$ cat config.mk
export PLATFORM = sky130hd
export DESIGN_NAME = mant_norm_ctrl
export DESIGN_NICKNAME = d
export VERILOG_FILES = /design/src/rtl/mant_norm_ctrl.sv
export SDC_FILE = /design/constraint.sdc
export NUM_CORES = 1
export LEC_CHECK = 0
export BUFFER_PORTS_ARGS = -buffer_cell sky130_fd_sc_hd__buf_2
export CORE_MARGIN = 4
export CORE_UTILIZATION = 45
export DETAILED_ROUTE_END_ITERATION = 16
export PLACE_DENSITY = 0.87
export SETUP_SLACK_MARGIN = 0.05
export SYNTH_ARGS = -nofsm -noshare
export SYNTH_HDL_FRONTEND = slang
export SYNTH_SLANG_ARGS = --single-unit
$ cat constraint.sdc
create_clock -name CK -period 2.2 [get_ports CK]
set_clock_uncertainty 0.05 [all_clocks]
set_input_delay 0.44 -clock CK [delete_from_list [all_inputs] [get_ports CK]]
set_output_delay 0.44 -clock CK [all_outputs]
set_load 0.05 [all_outputs]
$ cat src/rtl/mant_norm_ctrl.sv
// Normalization controller for the mantissa shift register: load, then shift until MSB=1.
// Optional MANT_NORM_STICKY_EN adds a sticky output capturing the bit lost on overflow shift.
module mant_norm_ctrl #(
    parameter int C_BIT_NUM = 24,
    parameter int C_ADJ_W   = $clog2(C_BIT_NUM) + 1
) (
    input  logic                 CK,
    input  logic                 RN,
    input  logic                 start,
    input  logic [C_BIT_NUM-1:0] mant_in,
    input  logic                 ovf_in,
    input  logic [C_BIT_NUM-1:0] sr_q,
    output logic                 sr_s0,
    output logic                 sr_s1,
    output logic [C_BIT_NUM-1:0] sr_d,
    output logic                 sr_sri,
    output logic                 sr_sli,
    output logic                 busy,
    output logic                 done,
    output logic [C_ADJ_W-1:0]   exp_adj,
    output logic                 zero
`ifdef MANT_NORM_STICKY_EN
   ,output logic                 sticky
`endif
);

    // state | meaning
    // IDLE  | waiting for start
    // LOAD  | parallel-load captured mantissa
    // SHR   | single right shift bringing the carry into the MSB
    // NORM  | left shift until MSB set or register found zero
    // DONE  | one-cycle result pulse
    typedef enum logic [2:0] {S_IDLE, S_LOAD, S_SHR, S_NORM, S_DONE} state_t;

    state_t                 state, state_nxt;
    logic                   ovf_r;
    logic                   accept;
    logic                   s0_nxt, s1_nxt, sri_nxt, done_nxt, busy_nxt, zero_nxt;
    logic [C_ADJ_W-1:0]     adj_nxt;
    logic [C_BIT_NUM-1:0]   q_pred;
    logic                   shift_pred;
`ifdef MANT_NORM_STICKY_EN
    logic                   sticky_nxt;
`endif

    assign accept = (state == S_IDLE) && start;
    assign sr_sli = 1'b0;

    always_ff @(posedge CK or negedge RN) begin
        if (!RN) state <= S_IDLE;
        else     state <= state_nxt;
    end

    always_comb begin
        state_nxt = state;
        case (state)
            S_IDLE: if (start) state_nxt = S_LOAD;
            S_LOAD: state_nxt = ovf_r ? S_SHR : S_NORM;
            S_SHR:  state_nxt = S_DONE;
            S_NORM: if (sr_q == '0 || sr_q[C_BIT_NUM-1]) state_nxt = S_DONE;
            S_DONE: state_nxt = S_IDLE;
            default: state_nxt = S_IDLE;
        endcase
    end

    // Modes are registered, so the NORM shift decision is made one cycle early on the
    // predicted register contents: the loaded value after LOAD, the shifted value after NORM.
    always_comb begin
        q_pred     = (state == S_LOAD) ? sr_d : {sr_q[C_BIT_NUM-2:0], 1'b0};
        shift_pred = (q_pred != '0) && !q_pred[C_BIT_NUM-1];
        adj_nxt    = exp_adj;
        zero_nxt   = zero;
        busy_nxt   = busy;
`ifdef MANT_NORM_STICKY_EN
        sticky_nxt = sticky;
`endif
        case (state)
            S_IDLE: if (start) begin
                adj_nxt  = '0;
                zero_nxt = 1'b0;
                busy_nxt = 1'b1;
`ifdef MANT_NORM_STICKY_EN
                sticky_nxt = 1'b0;
`endif
            end
            S_SHR: begin
                adj_nxt = C_ADJ_W'(1);
`ifdef MANT_NORM_STICKY_EN
                sticky_nxt = sr_q[0];
`endif
            end
            S_NORM: begin
                if (sr_q == '0)                zero_nxt = 1'b1;
                else if (!sr_q[C_BIT_NUM-1])   adj_nxt  = exp_adj - C_ADJ_W'(1);
            end
            S_DONE: busy_nxt = 1'b0;
            default: ;
        endcase

        s0_nxt   = 1'b0;
        s1_nxt   = 1'b0;
        sri_nxt  = 1'b0;
        case (state_nxt)
            S_LOAD: begin s0_nxt = 1'b1; s1_nxt = 1'b1; end
            S_SHR:  begin s0_nxt = 1'b1; sri_nxt = 1'b1; end
            S_NORM: s1_nxt = shift_pred;
            default: ;
        endcase
        done_nxt = (state_nxt == S_DONE);
    end

    always_ff @(posedge CK or negedge RN) begin
        if (!RN) begin
            sr_s0   <= 1'b0;
            sr_s1   <= 1'b0;
            sr_sri  <= 1'b0;
            sr_d    <= '0;
            ovf_r   <= 1'b0;
            busy    <= 1'b0;
            done    <= 1'b0;
            exp_adj <= '0;
            zero    <= 1'b0;
`ifdef MANT_NORM_STICKY_EN
            sticky  <= 1'b0;
`endif
        end else begin
            sr_s0   <= s0_nxt;
            sr_s1   <= s1_nxt;
            sr_sri  <= sri_nxt;
            busy    <= busy_nxt;
            done    <= done_nxt;
            exp_adj <= adj_nxt;
            zero    <= zero_nxt;
`ifdef MANT_NORM_STICKY_EN
            sticky  <= sticky_nxt;
`endif
            if (accept) begin
                sr_d  <= mant_in;
                ovf_r <= ovf_in;
            end
        end
    end

endmodule

=== After elaboration in Yosys (flattened, before gate mapping) ===
Index checks and enable logic that the tools add are counted.

* Output and inout bits: 37
* Logic and storage cells: 54
* Bits in registers: 40

* Mux-type cells: 17
* Add/sub/neg operators: 1
* Reductions and logical operators: 14
* Equal/unequal tests: 12

{| class="wikitable"
|+ Operators with widths
! kind !! number
|-
| logical NOT 24 bit || 1
|-
| two-way mux 24 bit || 1
|-
| nonzero test 24 bit || 1
|-
| two-way mux 6 bit || 3
|-
| one-hot mux 6 bit (3 select lines) || 1
|-
| equality test 3 x 2 -> 1 bit (second input constant) || 4
|-
| one-hot mux 3 bit (4 select lines) || 1
|-
| inequality test 2 bit (second input constant) || 4
|-
| equality test 3 x 1 -> 1 bit (second input constant) || 2
|-
| equality test 3 bit (second input constant) || 2
|-
| two-way mux 1 bit || 6
|-
| two-way mux 3 bit || 2
|-
| one-hot mux 1 bit (2 select lines) || 3
|-
| subtractor 6 x 1 -> 6 bit (second input constant) || 1
|-
| AND reduction 4 bit || 1
|-
| nonzero test 2 bit || 2
|-
| logical NOT 3 bit || 1
|-
| AND reduction 3 bit || 1
|-
| nonzero test 3 bit || 1
|-
| logical AND 1 bit || 2
|-
| AND reduction 2 bit || 1
|-
| OR reduction 2 bit || 1
|-
| logical NOT 1 bit || 1
|-
| logical OR 1 bit || 1
|}

=== Longest topological paths before layout ===
Gate-level depths: netlist of run 1.

* Word-level depth: 7
* Depth in mapped cells: 6

=== Worst setup path before layout of run 1 ===
Ideal clock, no wire load.

* Path type: input to register
* Start: input sr_q[4]
* End: register exp_adj[2]
* Slack: 0.533 ns
* Stages: 5
* Data arrival time: 1.490 ns
* Cells stage by stage: or4_4 -> nor2_4 -> a21oi_1 -> nand2_1 -> o22ai_1

* Word-level cells in the longest chain between the ends: 3

{| class="wikitable"
|+ RTL lines
! element !! line !! RTL
|-
| start, declared || 12 || <nowiki>input logic [C_BIT_NUM-1:0] sr_q,</nowiki>
|-
| logical NOT 24 bit || 93 || <nowiki>if (sr_q == '0) zero_nxt = 1'b1;</nowiki>
|-
| inequality test 2 bit (no source line) || -- ||
|-
| AND reduction 4 bit (no source line) || -- ||
|-
| end signal, assigned || 132 || <nowiki>exp_adj <= adj_nxt;</nowiki>
|-
| end, declared || 20 || <nowiki>output logic [C_ADJ_W-1:0] exp_adj,</nowiki>
|}

No other way between the ends.
A chain may end at the register's enable or synchronous reset.

=== Worst setup path in the final report of run 1 ===
* Start: register state[1]
* End: register sr_d[8]

* Word-level cells in the longest chain between the ends: 2

{| class="wikitable"
|+ RTL lines
! element !! line !! RTL
|-
| start, declared || 35 || <nowiki>state_t state, state_nxt;</nowiki>
|-
| start signal, assigned || 51 || <nowiki>else state <= state_nxt;</nowiki>
|-
| logical NOT 3 bit || 46 || <nowiki>assign accept = (state == S_IDLE) && start;</nowiki>
|-
| logical AND 1 bit || 46 ||
|-
| end signal, assigned || 138 || <nowiki>sr_d <= mant_in;</nowiki>
|-
| end, declared || 15 || <nowiki>output logic [C_BIT_NUM-1:0] sr_d,</nowiki>
|}

No other way between the ends.

==> out/metrics.csv, run 1 <==
metric,value,unit
ant_nets,0,
cts_setup_buffers,0,
vias,1519,
drc,0,
gr-total-overflow,0,
nets,294,
drt_iter0_markers,67,
area_delta_synth_final,32.4,%
fin_crit,1.74,ns
fmax,575,MHz
h-tree-depth,2,
largest_reg_flops,24,
cts_buffers,5,
routed_via_density,5.26,
rr_worst_depth,5,
path_delay_family,simple AND/OR/NAND/NOR gates,
cts.repair.resized,0,
worstSetupPathType,flop to flop,
fin_cells,289,
utilization,0.632,
first_pass_iters,4,
reg_top3,"sr_d: 24 flops, exp_adj: 6 flops, state: 3 flops",
slowest_stage,dfrtp_1,
setup_violations,0,
yosysMostFrequentCell,dfrtp_1,
startpoint,state[1],
cts_sinks,40,
hold_path.class,input port to async pin,
first_global_vias,1602,
synth_top_area_frac,0.560,
synthArstFlopShare,1.00,
dieHeight,71.0,um
timing.final.ws_setup,0.460,ns
yosys_warnings,0,
synthTopCellsByArea,"dfrtp_1 (56%), mux2_2 (15%), a21oi_1 (2.8%)",
critical_path_depth,5,
io_buffers,87,
track_usage,0.174,
path_cells,"nor2_1, nand2_1, nor2_4, buf_12, mux2_2",
ir_drop,1.20,mV
power_density,1750,nW/um^2
io_pins,89,
ys_types,32,
die-area,5040,um^2
row_count,22,
synth_cells,148,
synth_ff_type,dfrtp_1,
fin_crit_sh,0.791,
n_antenna_cell,0,
status,"complete, no violations",
dpl.hpwl,3.15,mm
cts_buffer_depth,2,
tightest_slew,0.544,ns
antenna_found_initial,0,
coreArea,3740,um^2
final.setup.tns,0,ns
synth-seq-area-share,0.560,
syn_nets,201,
hold_viol_final,0,
critPathRequiredTime,2.33,ns
fill_cells,317,
grt_max_degree,41,
synthTopCellsByCount,"dfrtp_1 (40), mux2_2 (24), a21oi_1 (10)",
endpoint_kind,flop,
dp.cells,282,
clkLatencyLatePin,0.29,ns
synth_seq_cells,40,
synth_area,1790,um^2
grt_pass1_wl,6.94,mm
layout-drive-gt1-share,0.535,
avgSynthCellArea,12.1,um^2
rsz0062_at_grt,false,
yosysTopAreaCell,dfrtp_1,
ctsRootBufferMaster,clkbuf_8,
place.gp.congestion,0.886,
leakagePower,1.16,nW
synth-edff-count,0,
start_util,0.477,
cp_num_buf_inv,1,
cp.arrival,1.87,ns
relSlewSlack,0.633,
critPathLaunchType,flop,
slowest_delay,0.46,ns
tritoncts,built,
ctsHoldBuffers,0,
rr_startpoint,state[1],
routedWlPerCell,14.3,um
die_w,71.0,um
critPathMaxFanout,20,
top_register,sr_d,
routed_wl,4.13,mm
drv_slew,0,
fin_hold_ws,0.147,ns
maxCapViolations,0,
clkTransAtPathRegs,0.07,ns
dpl_worst_slack,0.330,ns
==> kinds of logic (layout without fill, tap and decap cells) <==
logic type | count (synthesis) | in the layout | share of synthesized area
AND/OR/NAND/NOR | 45 | 45 | 0.143
other | 1 | 1 | 0.00210
multiplexers | 25 | 25 | 0.158
adder cells (fa/ha/maj) | 1 | 1 | 0.00700
AO/OA/AOI/OAI | 26 | 26 | 0.103
flip-flops | 40 | 40 | 0.560
buffers and inverters | 10 | 103 | 0.0273
==> stage by stage <==
stage	cell area (um^2)	power (mW)
after floorplan	1790	3.14
after global placement	2290	3.68
after detailed placement	2290	3.72
after CTS	2360	4.19
after global routing	2360	4.40
final	2360	4.15
==> power by group <==
group,total [mW],switching (mW),internal [mW]
combinational,2.35,1.65,0.701
sequential,1.35,0.271,1.08
clock,0.455,0.239,0.216
==> worst paths after layout <==
check | slack, ns | to
worst max register to register | 0.46 | sr_d[8]
worst min register to register | 0.48 | busy
min in group CK | 0.33 | sr_d[4]
max in group asynchronous | 1.61 | done
worst max-delay path | 0.46 | sr_d[8]
worst min-delay path | 0.15 | exp_adj[0]
==> placed cells by master, fill, tap and decap left out, drive strengths merged, types with 2 or more instances in the layout <==
cell / instances
a211oi: 2
nand3: 4
nor4: 8
buf: 89
o22ai: 3
and4: 2
a21oi: 10
or4: 2
nor3: 6
o21ai: 6
clkbuf: 6
inv: 7
nor2: 10
nand2b: 2
nand2: 8
mux2: 25
dfrtp: 40
==> cell type report <==
cell class,count,area (um^2),share of cell area
Multi-Input combinational cell,98,737,0.312
Clock buffer,6,72.6,0.0307
Tap cell,48,60.1,0.0254
Inverter,7,26.3,0.0111
Sequential cell,40,1000,0.423
Timing Repair Buffer,89,463,0.196
Clock inverter,1,5.00,0.00212
==> worst register-to-register path, cell delays in order, from the launching register on <==
cell	delay (ns)
dfrtp_1	0.46
nor2_1	0.20
nand2_1	0.11
nor2_4	0.25
buf_12	0.21
mux2_2	0.35
==> layer usage <==
metal / up-vias / wire (um) / share of wire / GRT usage
met4: 0 / 91 / 0.022 / 0.0981
li1: 718 / - / - / -
met1: 706 / 1720 / 0.42 / 0.205
met2: 86 / 1850 / 0.45 / 0.273
met5: - / 0 / 0 / 0
met3: 9 / 473 / 0.11 / 0.0625
(Power assumes the default switching activity.)
==> run 2, diff against run 1 <==
--- a/config.mk
+++ b/config.mk
@@ -5,9 +5,10 @@
 export SDC_FILE = /design/constraint.sdc
 export NUM_CORES = 1
 export LEC_CHECK = 0
+export ABC_AREA = 1
 export BUFFER_PORTS_ARGS = -buffer_cell sky130_fd_sc_hd__buf_2
 export CORE_MARGIN = 4
-export CORE_UTILIZATION = 45
+export CORE_UTILIZATION = 46
 export DETAILED_ROUTE_END_ITERATION = 16
 export PLACE_DENSITY = 0.87
 export SETUP_SLACK_MARGIN = 0.05
==> constraint.sdc (replaced) <==
create_clock -name CK -period 1.7 [get_ports CK]
set_clock_uncertainty 0.05 [all_clocks]
set_input_delay 0.34 -clock CK [delete_from_list [all_inputs] [get_ports CK]]
set_output_delay 0.34 -clock CK [all_outputs]
set_load 0.05 [all_outputs]
==> out/metrics.csv, run 2 <==
metric,value,unit,change
drt_iter0_markers,93,,+39%
power_switching_share,0.539,,+0.0194
synth_seq_cells,40,,unchanged
dp.cells,382,,+35%
layout-drive-gt1-share,0.324,,-0.212
use_met3,0.0399,,-0.0226
cp.arrival,1.61,ns,-0.26 ns
row_count,23,,+4.5%
critPathRequiredTime,1.87,ns,-0.46 ns
p_comb_frac,0.570,,+0.004
synth_cells,248,,+68%
synth-seq-area-share,0.519,,-0.0414
synth-edff-count,0,,unchanged
yosysTopAreaCell,dfrtp_1,,
reg_top3,"sr_d: 24 flops, exp_adj: 6 flops, state: 3 flops",,
power_density,2190,nW/um^2,+25%
synth_area,1930,um^2,+8.0%
start_util,0.479,,+0.00161
area_delta_synth_final,30.5,%,
ctsRootBufferMaster,clkbuf_8,,
rsz0062_at_grt,false,,
hold_depth,3,,
largest_reg_flops,24,,unchanged
ctsHoldBuffers,1,,+1
track_usage,0.165,,-0.00841
tritoncts,built,,
cts_buffer_depth,2,,unchanged
synthTopCellsByArea,"dfrtp_1 (52%), nand2_1 (22%), nor2_1 (7.0%)",,
setup_violations,0,,unchanged
use_met2,0.289,,+0.0157
routed_via_density,4.68,,-11%
top_register,sr_d,,
met1_usage,0.201,,-0.00402
coreArea,4030,um^2,+7.6%
switching_power,2.98,mW,+38%
synth_ff_type,dfrtp_1,,
dieHeight,72.8,um,+2.5%
routedWlPerCell,11.1,um,-23%
avgSynthCellArea,7.78,um^2,-36%
io_pins,89,,unchanged
routed_wl,4.31,mm,+4.3%
synth_top_area_frac,0.519,,-0.0414
p_clk_frac,0.119,,+0.009
fin_hold_ws,0.196,ns,+0.0493 ns
nets,393,,+34%
ant_nets,0,,unchanged
first_global_vias,1697,,+5.9%
rr_worst_depth,5,,unchanged
die-area,5290,um^2,+5.0%
vias,1826,,+20%
pwr-share-seq,0.311,,-0.014
cts.repair.resized,0,,unchanged
drc,0,,unchanged
io_buffers,87,,unchanged
grt_pass1_wl,6.93,mm,-0.10%
grt_max_degree,26,,-37%
clkTransAtPathRegs,0.07,ns,about the same
drv_slew,0,,unchanged
hold_viol_final,0,,unchanged
fin_crit,1.43,ns,-0.309 ns
fin_crit_sh,0.842,,+0.0508
fin_area,2520,um^2,+6.5%
final_cell_mix,"nand2_1 (114), buf_2 (87), dfrtp_1 (40), nor2_1 (36), nand3_1 (11)",,
dpl.hpwl,3.35,mm,+6.3%
critPathMaxFanout,25,,+25%
yosysMostFrequentCell,nand2_1,,
maxCapViolations,0,,unchanged
cts_sinks,40,,unchanged
ir_drop,1.47,mV,+22%
place_area,2410,um^2,+5.5%
ys_types,27,,-16%
yosys_warnings,0,,unchanged
synthTopCellsByCount,"nand2_1 (114), dfrtp_1 (40), nor2_1 (36)",,
fill_cells,370,,+17%
h-tree-depth,2,,unchanged
hold_path.class,input port to flop,,
synthArstFlopShare,1.00,,unchanged
n_antenna_cell,0,,unchanged
clkLatencyLatePin,0.28,ns,about the same
syn_nets,301,,+50%
fin_cells,390,,+35%
busiest_layer,met2,,
gr-total-overflow,0,,unchanged
final_common_cell,nand2_1,,
final.setup.tns,0,ns,unchanged
leakagePower,1.49,nW,+28%
critPathLaunchType,flop,,
cts_setup_buffers,0,,unchanged
cts_buffers,5,,unchanged
die_w,72.8,um,+2.5%
fmax,699,MHz,+22%
worstSetupPathType,flop to flop,,
p_int,2.55,mW,+28%
first_pass_iters,4,,unchanged
status,"complete, no violations",,
endpoint_kind,flop,,
place.gp.congestion,0.729,,-18%
antenna_found_initial,0,,unchanged
[run 2: cell count changes after synthesis, sizes merged, moves of 3 or more]
cell	delta
a21oi	-9
buf	+3
inv	+7
mux2	-25
nand2	+108
nand3	+10
nor2	+27
nor4	-8
xor2	+3
[run 2: kinds of logic (layout without fill, tap and decap cells)]
family / count (synthesis) / count (layout) / share of synthesized area
buffers and inverters: 21 / 113 / 0.0551
AO/OA/AOI/OAI: 8 / 8 / 0.0279
XOR/XNOR: 4 / 4 / 0.0182
other: 1 / 1 / 0.00194
flip-flops: 40 / 40 / 0.519
adder cells (fa/ha/maj): 1 / 1 / 0.00648
AND/OR/NAND/NOR: 173 / 173 / 0.372
[run 2: routing by layer]
layer / up-vias / wire length (um)
li1: 948 / -
met1: 803 / 1790
met2: 71 / 2030
met3: 4 / 457
met4: 0 / 34
met5: - / 0
[run 2: worst max-delay path: stages, from the launching register on]
cell and delay [ns]:
dfrtp_1 0.48, nor2_2 0.20, nand3_2 0.12, inv_2 0.33, nand2_1 0.11, nand2_1 0.07
[run 2: area by class of cell]
cell class / count / area [um^2] / share of cell area
inverter: 15 / 56.3 / 0.0224
tap: 50 / 62.6 / 0.0248
sequential: 40 / 1000 / 0.397
clock buffer: 7 / 96.3 / 0.0383
timing repair buffer: 91 / 480 / 0.191
multi-input combinational: 187 / 822 / 0.326
[run 2: worst paths after layout]
| kind | from | slack (ns) | end |
|---|---|---|---|
| setup / recovery | state[0] | 0.27 | sr_d[17] |
| hold / removal | mant_in[15] | 0.20 | sr_d[15] |
| setup reg to reg | state[0] | 0.27 | sr_d[17] |
| hold reg to reg | ovf_r | 0.43 | ovf_r |
| max in group asynchronous | RN | 0.63 | sr_d[5] |
| min in group asynchronous | RN | 0.50 | sr_d[10] |
[run 2: through the flow]
stage	power, mW	worst slack, ns	util
after global placement	4.85	0.272	0.599
after detailed placement	4.91	0.221	0.599
after global routing	5.90	0.145	0.625
final	5.52	0.269	0.625
after CTS	5.57	0.265	0.625
after floorplan	4.19	0.147	-
[run 2: power groups by stage]
stage | clock network [mW] | registers (mW) | logic, mW
after global routing | 0.702 | 1.78 | 3.42
after global placement | 0 | 1.72 | 3.13
after detailed placement | 0 | 1.73 | 3.18
final | 0.659 | 1.72 | 3.15
after floorplan | 0 | 3.02 | 1.18
after CTS | 0.672 | 1.71 | 3.19
==> run 3, diff against run 2 <==
--- a/config.mk
+++ b/config.mk
@@ -8,9 +8,9 @@
 export ABC_AREA = 1
 export BUFFER_PORTS_ARGS = -buffer_cell sky130_fd_sc_hd__buf_2
 export CORE_MARGIN = 4
-export CORE_UTILIZATION = 46
+export CORE_UTILIZATION = 42
 export DETAILED_ROUTE_END_ITERATION = 16
-export PLACE_DENSITY = 0.87
+export PLACE_DENSITY = 0.84
 export SETUP_SLACK_MARGIN = 0.05
 export SYNTH_ARGS = -nofsm -noshare
 export SYNTH_HDL_FRONTEND = slang
==> constraint.sdc (replaced) <==
create_clock -name CK -period 1.3 [get_ports CK]
set_clock_uncertainty 0.05 [all_clocks]
set_input_delay 0.26 -clock CK [delete_from_list [all_inputs] [get_ports CK]]
set_output_delay 0.26 -clock CK [all_outputs]
set_load 0.05 [all_outputs]
==> out/metrics.csv, run 3 (synthesis gave the netlist of run 2 again) <==
metric,value,unit,change
cts_buffers,5,,unchanged
antenna_found_initial,0,,unchanged
start_util,0.437,,-0.0418
place.gp.congestion,0.740,,+1.6%
grt_max_degree,41,,+58%
h-tree-depth,2,,unchanged
fin_crit,1.28,ns,-0.156 ns
total_power,8.33,mW,+51%
n_antenna_cell,0,,unchanged
routed_via_density,4.78,,+2.0%
dieHeight,75.8,um,+4.1%
met1_usage,0.193,,-0.00840
leakagePower,1.59,nW,+6.5%
top_register,sr_d,,
die-area,5740,um^2,+8.5%
drc,0,,unchanged
fin_hold_ws,0.115,ns,-0.0809 ns
use_met3,0.0435,,+0.00359
critPathRequiredTime,1.48,ns,-0.39 ns
coreArea,4410,um^2,+9.6%
clkTransAtPathRegs,0.08,ns,about the same
hold_path.class,input port to flop,,
fin_crit_sh,0.981,,+0.139
vias,1939,,+6.2%
die_w,75.8,um,+4.1%
io_pins,89,,unchanged
endpoint_kind,flop,,
power_density,2910,nW/um^2,+33%
final_cell_mix,"nand2_1 (97), buf_2 (57), nor2_1 (36), buf_4 (32), dfrtp_1 (28)",,
first_pass_iters,4,,unchanged
rsz0062_at_grt,true,,
clkLatencyLatePin,0.28,ns,about the same
tritoncts,built,,
final_common_cell,nand2_1,,
status,"complete, no violations",,
row_count,24,,+4.3%
critPathMaxFanout,17,,-32%
nets,406,,+3.3%
final.setup.tns,0,ns,unchanged
setup_violations,0,,unchanged
ant_nets,0,,unchanged
routedWlPerCell,12.3,um,+11%
grt_pass1_wl,7.33,mm,+5.8%
track_usage,0.169,,+0.00348
worstSetupPathType,flop to flop,,
io_buffers,87,,unchanged
drv_slew,0,,unchanged
first_global_vias,1755,,+3.4%
dpl.hpwl,3.56,mm,+6.3%
hold_viol_final,0,,unchanged
drt_iter0_markers,92,,-1.1%
area_delta_synth_final,48.2,%,
layout-drive-gt1-share,0.452,,+0.128
critPathLaunchType,flop,,
utilization,0.648,,+0.0225
cts_sinks,40,,unchanged
gr-total-overflow,0,,unchanged
busiest_layer,met2,,
fmax,784,MHz,+12%
use_met2,0.314,,+0.0251
cp.arrival,1.45,ns,-0.16 ns
reg_top3,"sr_d: 24 flops, exp_adj: 6 flops, state: 3 flops",,
ir_drop,1.56,mV,+6.2%
maxCapViolations,0,,unchanged
cts_buffer_depth,2,,unchanged
routed_wl,4.98,mm,+15%
ctsRootBufferMaster,clkbuf_8,,
largest_reg_flops,24,,unchanged
==> run 3: cell count changes in the layout (fill, tap and decap cells not counted), sizes merged <==
cell and delta:
buf +8, bufinv +1, clkbuf +4, inv +1
==> run 3: metrics by stage <==
stage | setup slack [ns] | instance area (um^2) | instances
finish | 0.0248 | 2860 | 406
global route | -0.0648 | 2860 | 406
CTS | 0.0209 | 2710 | 400
detailed placement | -0.0294 | 2500 | 388
global placement | -0.0108 | 2500 | 388
floorplan | 0.00596 | 1970 | 248
==> run 3: final cells by class <==
| class | count | area [um^2] |
|---|---|---|
| fillers | 355 | 1560 |
| flip-flops and latches | 40 | 1020 |
| multi-input cells | 187 | 908 |
| repair buffers | 104 | 703 |
| clock buffers | 6 | 72.6 |
| well taps | 52 | 65.1 |
| inverters | 15 | 58.8 |
| clock inverters | 2 | 35.0 |
==> run 3: repair_timing <==
item,CTS,global route
pin swaps,3,6
hold buffers,1,0
gates cloned,0,0
setup endpoints to repair,54,48
setup buffers,3,6
resized for setup,24,45
endpoints found under the hold margin,40,0
==> run 3: worst paths after layout <==
kind,start,end,slack [ns],cells after the start
max,state[0],sr_d[8],0.02,6
min,mant_in[9],sr_d[9],0.12,3
max reg2reg,state[0],sr_d[8],0.02,6
min reg2reg,sr_d[19],sr_d[19],0.45,2
max in group asynchronous,RN,sr_d[18],0.56,3
min in group asynchronous,RN,state[2],0.42,3
==> run 3: power breakdown <==
group          internal (mW)  switching [mW]  leakage (nW)
logic                   1.69            3.32          1.04
clock network          0.570           0.409        0.0552
registers               1.83           0.507         0.491
total                   4.09            4.24          1.59
==> run 3: per-layer routing <==
layer | vias to the layer above | share of wire
met5 | - | 0
met4 | 0 | 0.0076
met3 | 7 | 0.10
met2 | 88 | 0.51
met1 | 871 | 0.38
li1 | 973 | -
==> run 3: worst max-delay path, cell delays in order, from the launching register on <==
cell and delay [ns]:
dfrtp_2 0.48, nor2_4 0.15, nand3_4 0.15, inv_4 0.11, buf_12 0.14, nand2_1 0.07
nand2_1 0.06
